## src/rtl/multi_dot_driver_core.sv

```systemverilog
// Multi-channel H-bridge dot driver: armed handshake front end plus one pulse FSM per channel.
// Optional dead time on polarity reversal is compiled in with `define DEAD_TIME_EN.

module multi_dot_lane #(
   parameter int PULSE_W     = 8,
   parameter int DEAD_CYCLES = 2
) (
   input  logic               clock,
   input  logic               reset,
   input  logic               kill,
   input  logic               start,
   input  logic               data,
   input  logic [PULSE_W-1:0] width,
   output logic               busy,
   output logic               done,
   output logic [1:0]         pair
);

`ifdef DEAD_TIME_EN
   typedef enum logic [1:0] {IDLE = 2'd0, DEAD = 2'd1, FIRE = 2'd2} state_t;
   localparam int DW = $clog2(DEAD_CYCLES + 1);
   logic [DW-1:0] dcnt;
   logic          last_pol;
`else
   typedef enum logic [1:0] {IDLE = 2'd0, FIRE = 2'd2} state_t;
`endif

   state_t             state;
   logic [PULSE_W-1:0] cnt;
   logic               data_q;

   assign busy = (state != IDLE);

   always_ff @(posedge clock) begin
      if (reset) begin
         state  <= IDLE;
         cnt    <= '0;
         data_q <= 1'b0;
         done   <= 1'b0;
         pair   <= 2'b00;
`ifdef DEAD_TIME_EN
         dcnt     <= '0;
         last_pol <= 1'b0;
`endif
      end else begin
         done <= 1'b0;
         // Disarm wins over everything, including a same-cycle accept: command is dropped silently.
         if (kill) begin
            state <= IDLE;
            pair  <= 2'b00;
         end else begin
            case (state)
               IDLE: begin
                  if (start) begin
                     cnt    <= width;
                     data_q <= data;
                     if (width == '0) begin
                        done <= 1'b1;
                     end
`ifdef DEAD_TIME_EN
                     else if (data != last_pol) begin
                        state <= DEAD;
                        dcnt  <= DW'(DEAD_CYCLES);
                     end
`endif
                     else begin
                        state <= FIRE;
                        pair  <= {data, ~data};
`ifdef DEAD_TIME_EN
                        last_pol <= data;
`endif
                     end
                  end
               end
`ifdef DEAD_TIME_EN
               DEAD: begin
                  if (dcnt == DW'(1)) begin
                     state    <= FIRE;
                     pair     <= {data_q, ~data_q};
                     last_pol <= data_q;
                  end else begin
                     dcnt <= dcnt - 1'b1;
                  end
               end
`endif
               FIRE: begin
                  if (cnt == PULSE_W'(1)) begin
                     state <= IDLE;
                     pair  <= 2'b00;
                     done  <= 1'b1;
                  end else begin
                     cnt <= cnt - 1'b1;
                  end
               end
               default: begin
                  state <= IDLE;
                  pair  <= 2'b00;
               end
            endcase
         end
      end
   end

endmodule

module multi_dot_driver_core #(
   parameter int CHANNELS    = 4,
   parameter int CH_ADDR_W   = 2,
   parameter int PULSE_W     = 8,
   parameter int ARM_CYCLES  = 4,
   parameter int DEAD_CYCLES = 2
) (
   input  logic                  clock,
   input  logic                  reset,
   input  logic                  cmd_valid,
   output logic                  cmd_ready,
   input  logic [CH_ADDR_W-1:0]  cmd_channel,
   input  logic                  cmd_state,
   input  logic [PULSE_W-1:0]    cmd_width,
   input  logic                  output_active,
   input  logic [CHANNELS-1:0]   invert_mask,
   output logic                  armed,
   output logic [CHANNELS-1:0]   busy,
   output logic [CHANNELS-1:0]   done,
   output logic [2*CHANNELS-1:0] driver_io
);

   localparam int AW = $clog2(ARM_CYCLES + 1);

   if (ARM_CYCLES < 1 || DEAD_CYCLES < 1 || CH_ADDR_W < $clog2(CHANNELS)) begin : g_param_check
      $error("multi_dot_driver_core: illegal parameter combination");
   end

   logic [AW-1:0]       arm_cnt;
   logic                arm_next;
   logic                kill;
   logic                accept;
   logic [CHANNELS-1:0] sel;

   // armed rises on the edge that samples the ARM_CYCLES-th consecutive output_active.
   assign arm_next = output_active && (arm_cnt >= AW'(ARM_CYCLES - 1));
   assign kill     = ~arm_next;

   always_ff @(posedge clock) begin
      if (reset) begin
         arm_cnt <= '0;
         armed   <= 1'b0;
      end else begin
         armed <= arm_next;
         if (!output_active)
            arm_cnt <= '0;
         else if (arm_cnt != AW'(ARM_CYCLES))
            arm_cnt <= arm_cnt + 1'b1;
      end
   end

   // Out-of-range channels match no lane, so they are always ready and simply vanish.
   assign cmd_ready = armed & ~|(busy & sel);
   assign accept    = cmd_valid & cmd_ready;

   for (genvar c = 0; c < CHANNELS; c++) begin : g_lane
      assign sel[c] = (cmd_channel == CH_ADDR_W'(c));

      multi_dot_lane #(
         .PULSE_W     (PULSE_W),
         .DEAD_CYCLES (DEAD_CYCLES)
      ) u_lane (
         .clock (clock),
         .reset (reset),
         .kill  (kill),
         .start (accept & sel[c]),
         .data  (cmd_state ^ invert_mask[c]),
         .width (cmd_width),
         .busy  (busy[c]),
         .done  (done[c]),
         .pair  (driver_io[2*c +: 2])
      );
   end

endmodule

```

## config.mk

```make
export PLATFORM = sky130hd
export DESIGN_NAME = multi_dot_driver_core
export DESIGN_NICKNAME = d
export VERILOG_FILES = /design/src/rtl/multi_dot_driver_core.sv
export SDC_FILE = /design/constraint.sdc
export NUM_CORES = 1
export LEC_CHECK = 0
export CORE_MARGIN = 4
export CORE_UTILIZATION = 51
export DETAILED_ROUTE_END_ITERATION = 7
export PLACE_DENSITY = 0.86
export SYNTH_ARGS = -nofsm -noshare
export SYNTH_HDL_FRONTEND = slang
export SYNTH_SLANG_ARGS = --single-unit
```

## constraint.sdc

```tcl
create_clock -name clock -period 2 [get_ports clock]
set_input_delay 0.4 -clock clock [delete_from_list [all_inputs] [get_ports clock]]
set_output_delay 0.4 -clock clock [all_outputs]
set_load 0.01 [all_outputs]
```

-- Word-level counts from Yosys, hierarchy flattened
Cells that the tools add are included.
- shift operators: 0
- bitwise operators: 17
- mux-type cells: 50
- divide/modulo/power cells: 0
- $add $sub $neg: 5
- equality and inequality tests: 28
- reduce and logical (&&, ||, !) cells: 27
- multiply operators: 0
- $lt $le $gt $ge: 1
- operators by type and width (kind ; number):
    $mux W8 ; 8
    $pmux W8 S2 ; 4
    $mux W2 ; 17
    $eq A8 B1 Y1 const B ; 4
    $pmux W2 S2 ; 8
    $sub A8 B1 Y8 const B ; 4
    $ne A2 B1 Y1 const B ; 8
    $ne A2 B2 Y1 const B ; 8
    $reduce_and A4 Y1 ; 4
    $reduce_bool A2 Y1 ; 8
    $eq A2 B2 Y1 const B ; 6
    $reduce_and A3 Y1 ; 4
    $logic_not A2 Y1 ; 5
    $mux W1 ; 9
    $logic_not A8 Y1 ; 1
    $pmux W1 S2 ; 4
    $and A1 B1 Y1 ; 6
    $not A1 Y1 ; 6
    $and A4 B4 Y4 ; 1
    $reduce_or A2 Y1 ; 2
    $reduce_or A4 Y1 ; 1
    $xor A1 B1 Y1 ; 4
    $add A3 B1 Y3 const B ; 1
    $ge A3 B2 Y1 const B ; 1
    4 further kinds ; 4
- memories: 0
- memory bits (read-only): 0
- logic and storage cells: 146
- RAM bits: 0
- register bits: 56
- output and inout port bits: 18
- input bits: 19
- bits in latches: 0

-- Depth between registers and ports, before layout
Gate-level depths: netlist (run 1).
- depth in word-level cells: 9
- gate-level depth with buffers: 8
- mapped depth without buffers: 7

-- Hierarchy
A second synthesis (run 1) with hierarchy kept.
- cells, all modules: 398
- area total of the unflattened synthesis: 3348.2 um2
- by module, submodules not included (module ; area each (um2) ; seq. area each (um2) ; times used ; cells an instance):
    multi_dot_lane ; 762.0 ; 240.2 ; 4 ; 91
    multi_dot_driver_core ; 300.3 ; 80.1 ; 1 ; 34

-- Worst setup path before layout (run 1)
No wires, ideal clock.
- kind: register to register
- start: register arm_cnt[0]
- end: register g_lane[0].u_lane.done
- data arrival time: 1.802 ns
- cell stages (with the launch flop): 8
- period minus slack after synthesis: 1.929 ns
- setup time: 0.128 ns
- slack: 0.071 ns
- required time: 1.872 ns
- path buffers: 2
- cell sequence: dfxtp_1 ha_1 ha_1 a211o_1 buf_2 nand3_1 clkbuf_1 nor2_1
- word-level cells in the longest chain between the ends: 4
- RTL lines (what ; line ; source):
    from (decl) ; 134 ; logic [AW-1:0] arm_cnt;
    from (signal assigned) ; 153 ; arm_cnt <= arm_cnt + 1'b1;
    $ge A3 B2 Y1 ; 141 ; assign arm_next = output_active && (arm_cnt >= AW'(ARM_CYCLES - 1));
    $logic_and A1 B1 Y1 ; 141 ;
    $not A1 Y1 (no line) ; n/a ;
    $reduce_or A2 Y1 (no line) ; n/a ;
    to (signal assigned) ; 46 ; done <= 1'b0;
    to (signal assigned) ; 58 ; done <= 1'b1;
    to (signal assigned) ; 90 ; done <= 1'b1;
    to (decl) ; 15 ; output logic done,
No other way between the ends.
A chain may end at the register's enable or synchronous reset.

-- Worst setup path after layout (run 1)
- start: register g_lane[0].u_lane.state[1]
- end: register g_lane[0].u_lane.cnt[6]
- word-level cells in the longest chain between the ends: 9
- elaborated cells between the ends (all ways): 14
- those cells by class: eq/ne (3); mux (1); bitwise (4); reduce/logical (6)
- RTL lines (what ; line ; source):
    from (decl) ; 28 ; state_t state;
    from (signal assigned) ; 36 ; state <= IDLE;
    from (signal assigned) ; 49 ; state <= IDLE;
    from (signal assigned) ; 67 ; state <= FIRE;
    $reduce_bool A2 Y1 ; 32 ; assign busy = (state != IDLE);
    $and A4 B4 Y4 ; 158 ; assign cmd_ready = armed & ~|(busy & sel);
    $reduce_or A4 Y1 ; 158 ;
    $logic_not A1 Y1 ; 158 ;
    $and A1 B1 Y1 ; 158 ;
    $and A1 B1 Y1 ; 159 ; assign accept = cmd_valid & cmd_ready;
    $and A1 B1 Y1 ; 171 ; .start (accept & sel[c]),
    $ne A2 B1 Y1 (no line) ; n/a ;
    $reduce_and A4 Y1 (no line) ; n/a ;
    to (signal assigned) ; 55 ; cnt <= width;
    to (signal assigned) ; 92 ; cnt <= cnt - 1'b1;
    to (decl) ; 29 ; logic [PULSE_W-1:0] cnt;
Parallel ways exist; a longest one is shown, timed or not.

==> results of run 1 <==
==> where the power goes <==
| part | switching, mW | internal (mW) | leakage (nW) |
|---|---|---|---|
| Clock | 0.361 | 0.442 | 0.0645 |
| Combinational | 0.112 | 0.0968 | 1.08 |
| Sequential | 0.00516 | 1.04 | 0.419 |
==> metal layers <==
| layer | part of all wire | vias to the layer above | routed length [µm] | global-route usage |
|---|---|---|---|---|
| li1 | - | 1778 | - | - |
| met5 | 0 | - | 0 | 0 |
| met2 | 0.46 | 301 | 5344 | 0.4923 |
| met1 | 0.37 | 1834 | 4295 | 0.3749 |
| met3 | 0.12 | 71 | 1328 | 0.05622 |
| met4 | 0.050 | 0 | 574 | 0.1678 |
==> what timing repair did <==
item / CTS / global route
pin swaps: 0 / 5
setup buffers: 0 / 2
resized for setup: 8 / 15
hold buffers: 0 / 0
endpoints found under the setup margin: 7 / 14
==> sequential cells by signal, indices dropped and copies added (netlist names) <==
signal and count:
arm_cnt 3, armed 1, g_lane.u_lane.cnt 32, g_lane.u_lane.done 4, g_lane.u_lane.pair 8, g_lane.u_lane.state 4
==> layout by cell type (no fill, tap or decap), types with 4 or more instances in the layout <==
cell and instances:
nor2_1 28, o31ai_1 5, a21o_1 5, o211ai_1 8
a21oi_1 37, mux2i_1 6, or3_1 5, o311ai_0 5
inv_1 26, nand2_1 24, nor3_1 9, a22oi_1 6
a31oi_1 12, or4_1 5, or4b_4 4, o21ai_0 15
nor4_1 12, nand4_1 12, dfxtp_1 52, a32oi_1 5
buf_4 64, nand3_1 15, clkbuf_8 7, xnor2_1 5
clkdlybuf4s50_1 32, ha_1 11
==> worst max-delay path, stage by stage, from the launching register on <==
cell,delay [ps]
dfxtp_1,390
buf_4,240
or4b_4,510
o211a_1,370
a32oi_1,270
a21oi_1,90
==> area by class of cell <==
class | count | share of cell area
Multi-Input combinational cell | 307 | 0.4834
Sequential cell | 52 | 0.2376
Timing Repair Buffer | 104 | 0.2059
Inverter | 26 | 0.02227
Clock buffer | 7 | 0.02199
Tap cell | 77 | 0.02199
Clock inverter | 1 | 0.006853
==> cells by family after synthesis <==
| group | after synthesis | share of synthesized area |
|---|---|---|
| AOI/OAI and AO/OA | 140 | 0.2943 |
| xor gates and xnor gates | 5 | 0.01301 |
| adders and majority gates | 11 | 0.04088 |
| buffers and inverters | 59 | 0.07878 |
| DFF | 52 | 0.3092 |
| muxes | 7 | 0.02453 |
| and+or+nand+nor | 144 | 0.2393 |
==> synthesized netlist by cell type, types with 8 or more instances <==
cell,n,area [µm²]
nand3_1,16,80.08
a31oi_1,12,75.07
buf_4,8,60.06
dfxtp_1,52,1041
o21ai_0,15,75.07
nor2_1,30,112.6
nor4_1,12,75.07
o211ai_1,8,60.06
inv_1,26,97.59
nand4_1,12,75.07
a21oi_1,37,185.2
ha_1,11,137.6
nand2_1,24,90.09
clkbuf_1,17,63.81
nor3_1,9,45.04
==> worst min path at each step <==
stage	end	slack (ps)
final	g_lane[1].u_lane.pair[1]	500
after global routing	g_lane[1].u_lane.pair[1]	520
after CTS	g_lane[1].u_lane.pair[1]	500
after detailed placement	g_lane[0].u_lane.pair[0]	480
after global placement	g_lane[2].u_lane.pair[1]	470
after floorplan	g_lane[3].u_lane.cnt[7]	460
==> run_results.csv, run 1 <==
group,metric,value,unit
layout,layout-area-overhead-vs-synth,30.14,%
yosys,ys_seq_elements,52,
critical_path,crit_start,"g_lane[0].u_lane.state[1]",
sta,fin_hold_ws,496.7,ps
yosys,synth-edff-count,0,
grt,overflow,0,
placement,dp_cells,564,
grt,grt_pass1_wl,18890,µm
critical_path,crit_arrival,2190,ps
min_path,whs_path_depth,2,
die,die_w,89.25,µm
clock_tree,cts.clk_slew.worst_paths,100,ps
clock_tree,cts_buffers,5,
critical_path,r2r_cells,5,
flow_run,maxCapViolations,0,
placement,hpwl,8027,µm
detailed_routing,drtPass1Iterations,6,
clock_tree,cts_sinks,52,
layout,seq_area,0.001041,mm²
placement,dp_slack,-573.4,ps
layout,multi_input_area,0.002118,mm²
placement,placed_cell_area,0.004177,mm²
run_status,run_status,"finished clean",
clock_tree,htree_levels,2,
yosys,synth_cell_type_count,68,
die,start_util,0.5272,
grt,antenna_found_initial,0,
critical_path,path_max_fanout,17,
detailed_routing,wl_per_cell,20.11,µm
layout,antenna_cells,0,
yosys,yosys_warnings,0,
critical_path,endpoint_kind,"register",
sta,fin_crit_sh,0.9933,
critical_path,path_class,"register to register",
clock_tree,cts_buffer_depth,2,
sta,maxSlewViolCount,0,
power,ir_drop,0.4535,mV
critical_path,endpoint,"g_lane[0].u_lane.cnt[6]",
critical_path,rr_endpoint,"g_lane[0].u_lane.cnt[6]",
sta,worst_slack,13.34,ps
yosys,avgSynthCellArea,8.055,µm²
layout,fin_area,0.004382,mm²
yosys,syn_area,0.003367,mm²
clock_tree,cts_tree,"yes",
detailed_routing,drc,0,
sta,skew,9.465,ps
power,total_power,2.056,mW
sta,timing.fmax,503.4,MHz
layout,fill_cells,471,
critical_path,critPathRequiredTime,2200,ps
power,power_density,469.3,mW/mm²
yosys,syn_nets,448,
sta,setup_viol,0,
die,coreArea,0.006386,mm²
sta,finalHoldViolations,0,
grt,grt_max_degree,31,
sta,fin_tns_setup,0,ps
yosys,async_reset_ff_frac,0,
clock_tree,clk_latency,310,ps
placement,place_congestion,0.9307,
critical_path,reg2reg_from,"g_lane[0].u_lane.state[1]",
grt,grt_pass1_vias,3931,
placement,port_buffers,36,
layout,final_nets,526,
detailed_routing,vias,3984,
power,p_leak,1.565,nW
sta,max-slew-margin-rel,0.6743,
die,die-area,0.007966,mm²
layout,instances_no_fill,574,
layout,drive_above_1_share,0.2032,
sta,fin_crit,1987,ps
die,die-height,89.25,µm
die,num_rows,29,
critical_path,rrSetupSlack,10,ps
detailed_routing,drtIter0Drc,430,
clock_tree,clock-root-buffer,"clkbuf_8",
yosys,ys_seq_area_frac,0.3092,
layout,final_util,0.6861,
detailed_routing,avgViaCountPerCell,6.941,
grt,grt_usage,0.3022,
yosys,netlist_instances,418,
min_path,min_from,"g_lane[1].u_lane.pair[1]",
min_path,hold_class,"register to register",
detailed_routing,wl,11540,µm
yosys,synthFlopType,"dfxtp_1",
sta,worst_pin_slew,482.0,ps
die,boundaryPins,37,
critical_path,start_kind,"register",
detailed_routing,antenna_left,0,
Note: power is estimated with default switching activity, not from simulation.
==> inputs of run 2 (changes only) <==
--- a/config.mk
+++ b/config.mk
@@ -9,6 +9,7 @@
 export CORE_UTILIZATION = 51
 export DETAILED_ROUTE_END_ITERATION = 7
 export PLACE_DENSITY = 0.86
+export SLEW_MARGIN = 20
 export SYNTH_ARGS = -nofsm -noshare
 export SYNTH_HDL_FRONTEND = slang
 export SYNTH_SLANG_ARGS = --single-unit
==> results of run 2 <==
No change in the layout: final DEF, timing and power equal those of run 1.
==> inputs of run 3 (changes only) <==
--- a/config.mk
+++ b/config.mk
@@ -9,6 +9,7 @@
 export CORE_UTILIZATION = 51
 export DETAILED_ROUTE_END_ITERATION = 7
 export PLACE_DENSITY = 0.86
+export SKIP_LAST_GASP = 1
 export SLEW_MARGIN = 20
 export SYNTH_ARGS = -nofsm -noshare
 export SYNTH_HDL_FRONTEND = slang
==> run 3 against run 2 <==
Effect of this change:
- sequential share of layout area is essentially flat
- clock skew shrank 0.56 ps
- combinational power is essentially flat
- register-to-register slack gained 20 ps
- largest cell class unchanged
- cell area shrank 0.14%
- routed wire length shrank 0.32%
- via count shrank 1.0%
- sequential cell count is the same
- core utilization shrank 0.098 points
- worst hold slack is essentially flat
- final cell count is the same
==> run_results.csv, run 3 (synthesis gave the netlist of run 1 again) <==
group,metric,value,unit
run_status,run_status,"finished clean",
clock_tree,cts.clk_slew.worst_paths,100,ps
power,ir_drop,0.4538,mV
power,total_power,2.062,mW
die,num_rows,29,
detailed_routing,antenna_left,0,
grt,grt_pass1_wl,18890,µm
power,p_leak,1.562,nW
critical_path,critPathRequiredTime,2200,ps
flow_run,maxCapViolations,0,
die,die-height,89.25,µm
detailed_routing,drtIter0Drc,436,
detailed_routing,vias,3944,
layout,drive_above_1_share,0.2012,
clock_tree,cts_buffers,5,
critical_path,reg2reg_from,"g_lane[0].u_lane.state[1]",
layout,final_nets,526,
detailed_routing,wl_per_cell,20.05,µm
min_path,hold_class,"register to register",
clock_tree,htree_levels,2,
sta,fin_crit,1971,ps
die,coreArea,0.006386,mm²
power,power_density,471.3,mW/mm²
clock_tree,clk_latency,310,ps
placement,place_congestion,0.9307,
clock_tree,cts_buffer_depth,2,
detailed_routing,drc,0,
critical_path,path_class,"register to register",
die,die_w,89.25,µm
critical_path,r2r_cells,5,
detailed_routing,wl,11510,µm
sta,max-slew-margin-rel,0.6703,
detailed_routing,avgViaCountPerCell,6.871,
placement,hpwl,8027,µm
critical_path,rr_endpoint,"g_lane[0].u_lane.cnt[6]",
sta,worst_pin_slew,487.9,ps
detailed_routing,drtPass1Iterations,6,
sta,finalHoldViolations,0,
placement,port_buffers,36,
sta,skew,8.902,ps
sta,fin_tns_setup,0,ps
critical_path,endpoint_kind,"register",
critical_path,rrSetupSlack,30,ps
sta,grt_setup_unrepaired,"yes",
min_path,whs_path_depth,2,
grt,overflow,0,
layout,multi_input_area,0.002112,mm²
layout,top_register,"g_lane.u_lane.cnt",
placement,placed_cell_area,0.004177,mm²
layout,antenna_cells,0,
layout,largest_register_ffs,32,
min_path,min_from,"g_lane[1].u_lane.pair[1]",
layout,seq_area,0.001041,mm²
sta,timing.fmax,507.4,MHz
layout,fill_cells,473,
critical_path,start_kind,"register",
layout,final_cell_mix,"buf_4, dfxtp_1, a21oi_1, clkdlybuf4s50_1, nor2_1",
layout,fin_area,0.004375,mm²
layout,final_common_cell,"buf_4",
clock_tree,cts_tree,"yes",
grt,grt_pass1_vias,3931,
die,start_util,0.5272,
grt,grt_usage,0.3022,
clock_tree,hold_buffers,0,
die,die-area,0.007966,mm²
die,boundaryPins,37,
critical_path,crit_arrival,2170,ps
sta,setup_viol,0,
layout,instances_no_fill,574,
grt,antenna_found_initial,0,
layout,final_util,0.6851,
sta,maxSlewViolCount,0,
sta,fin_crit_sh,0.9854,
clock_tree,cts_sinks,52,
critical_path,path_max_fanout,17,
placement,dp_cells,564,
layout,layout-area-overhead-vs-synth,29.95,%
min_path,holdPathEnd,"g_lane[1].u_lane.pair[1]",
grt,grt_max_degree,31,
clock_tree,clock-root-buffer,"clkbuf_8",
layout,reg_top3,"g_lane.u_lane.cnt x32, g_lane.u_lane.pair x8",
run 3: cell counts in the layout (fill, tap and decap cells not counted):
No cell type changed its count.
run 3: worst max-delay path by stage:
stage | from | end | cells past startpoint
6_report | g_lane[0].u_lane.state[1] | g_lane[0].u_lane.cnt[6] | 5
5_1_grt | g_lane[2].u_lane.cnt[0] | g_lane[2].u_lane.cnt[6] | 6
4_1_cts | g_lane[2].u_lane.cnt[1] | g_lane[2].u_lane.cnt[4] | 7
3_5_place_dp | cmd_channel[1] | cmd_ready | 4
3_3_place_gp | cmd_channel[1] | cmd_ready | 4
2_1_floorplan | arm_cnt[0] | g_lane[0].u_lane.done | 7
run 3: timing repair:
action / CTS / global route
endpoints found under the setup margin: 7 / 14
gates resized for setup: 8 / 13
setup buffers: 0 / 2
pin swaps: 0 / 5
gates cloned: 0 / 0
run 3: routing by layer:
layer	global-route usage	wire, µm	vias up
li1	-	-	1766
met1	0.3749	4346	1823
met2	0.4923	5308	295
met3	0.05622	1345	60
met4	0.1678	505	0
met5	0	0	-
run 3: cell type report:
| type | count | share of cell area |
|---|---|---|
| clock buffer | 7 | 0.02202 |
| clock inverter | 1 | 0.006863 |
| inverter | 26 | 0.02230 |
| multi-input combinational | 307 | 0.4827 |
| sequential | 52 | 0.2379 |
| tap | 77 | 0.02202 |
| timing repair buffer | 104 | 0.2062 |
run 3: critical path, stage by stage (launching register included):
cell,delay (ps)
dfxtp_1,400
buf_4,240
or4b_4,510
o211a_1,360
a32oi_1,260
a21oi_1,100
run 3: report_power, final:
group	switching, mW	internal [mW]	total [mW]
Sequential	0.00524	1.04	1.04
Combinational	0.112	0.0968	0.209
Clock	0.366	0.442	0.808
run 3: metrics by stage:
step	hold slack, ps	setup WS, ps
2_1_floorplan	462.1	70.56
3_3_place_gp	468.3	-614.3
3_5_place_dp	481.5	-573.4
4_1_cts	502.5	5.954
5_1_grt	524.8	-32.84
6_report	496.9	29.23
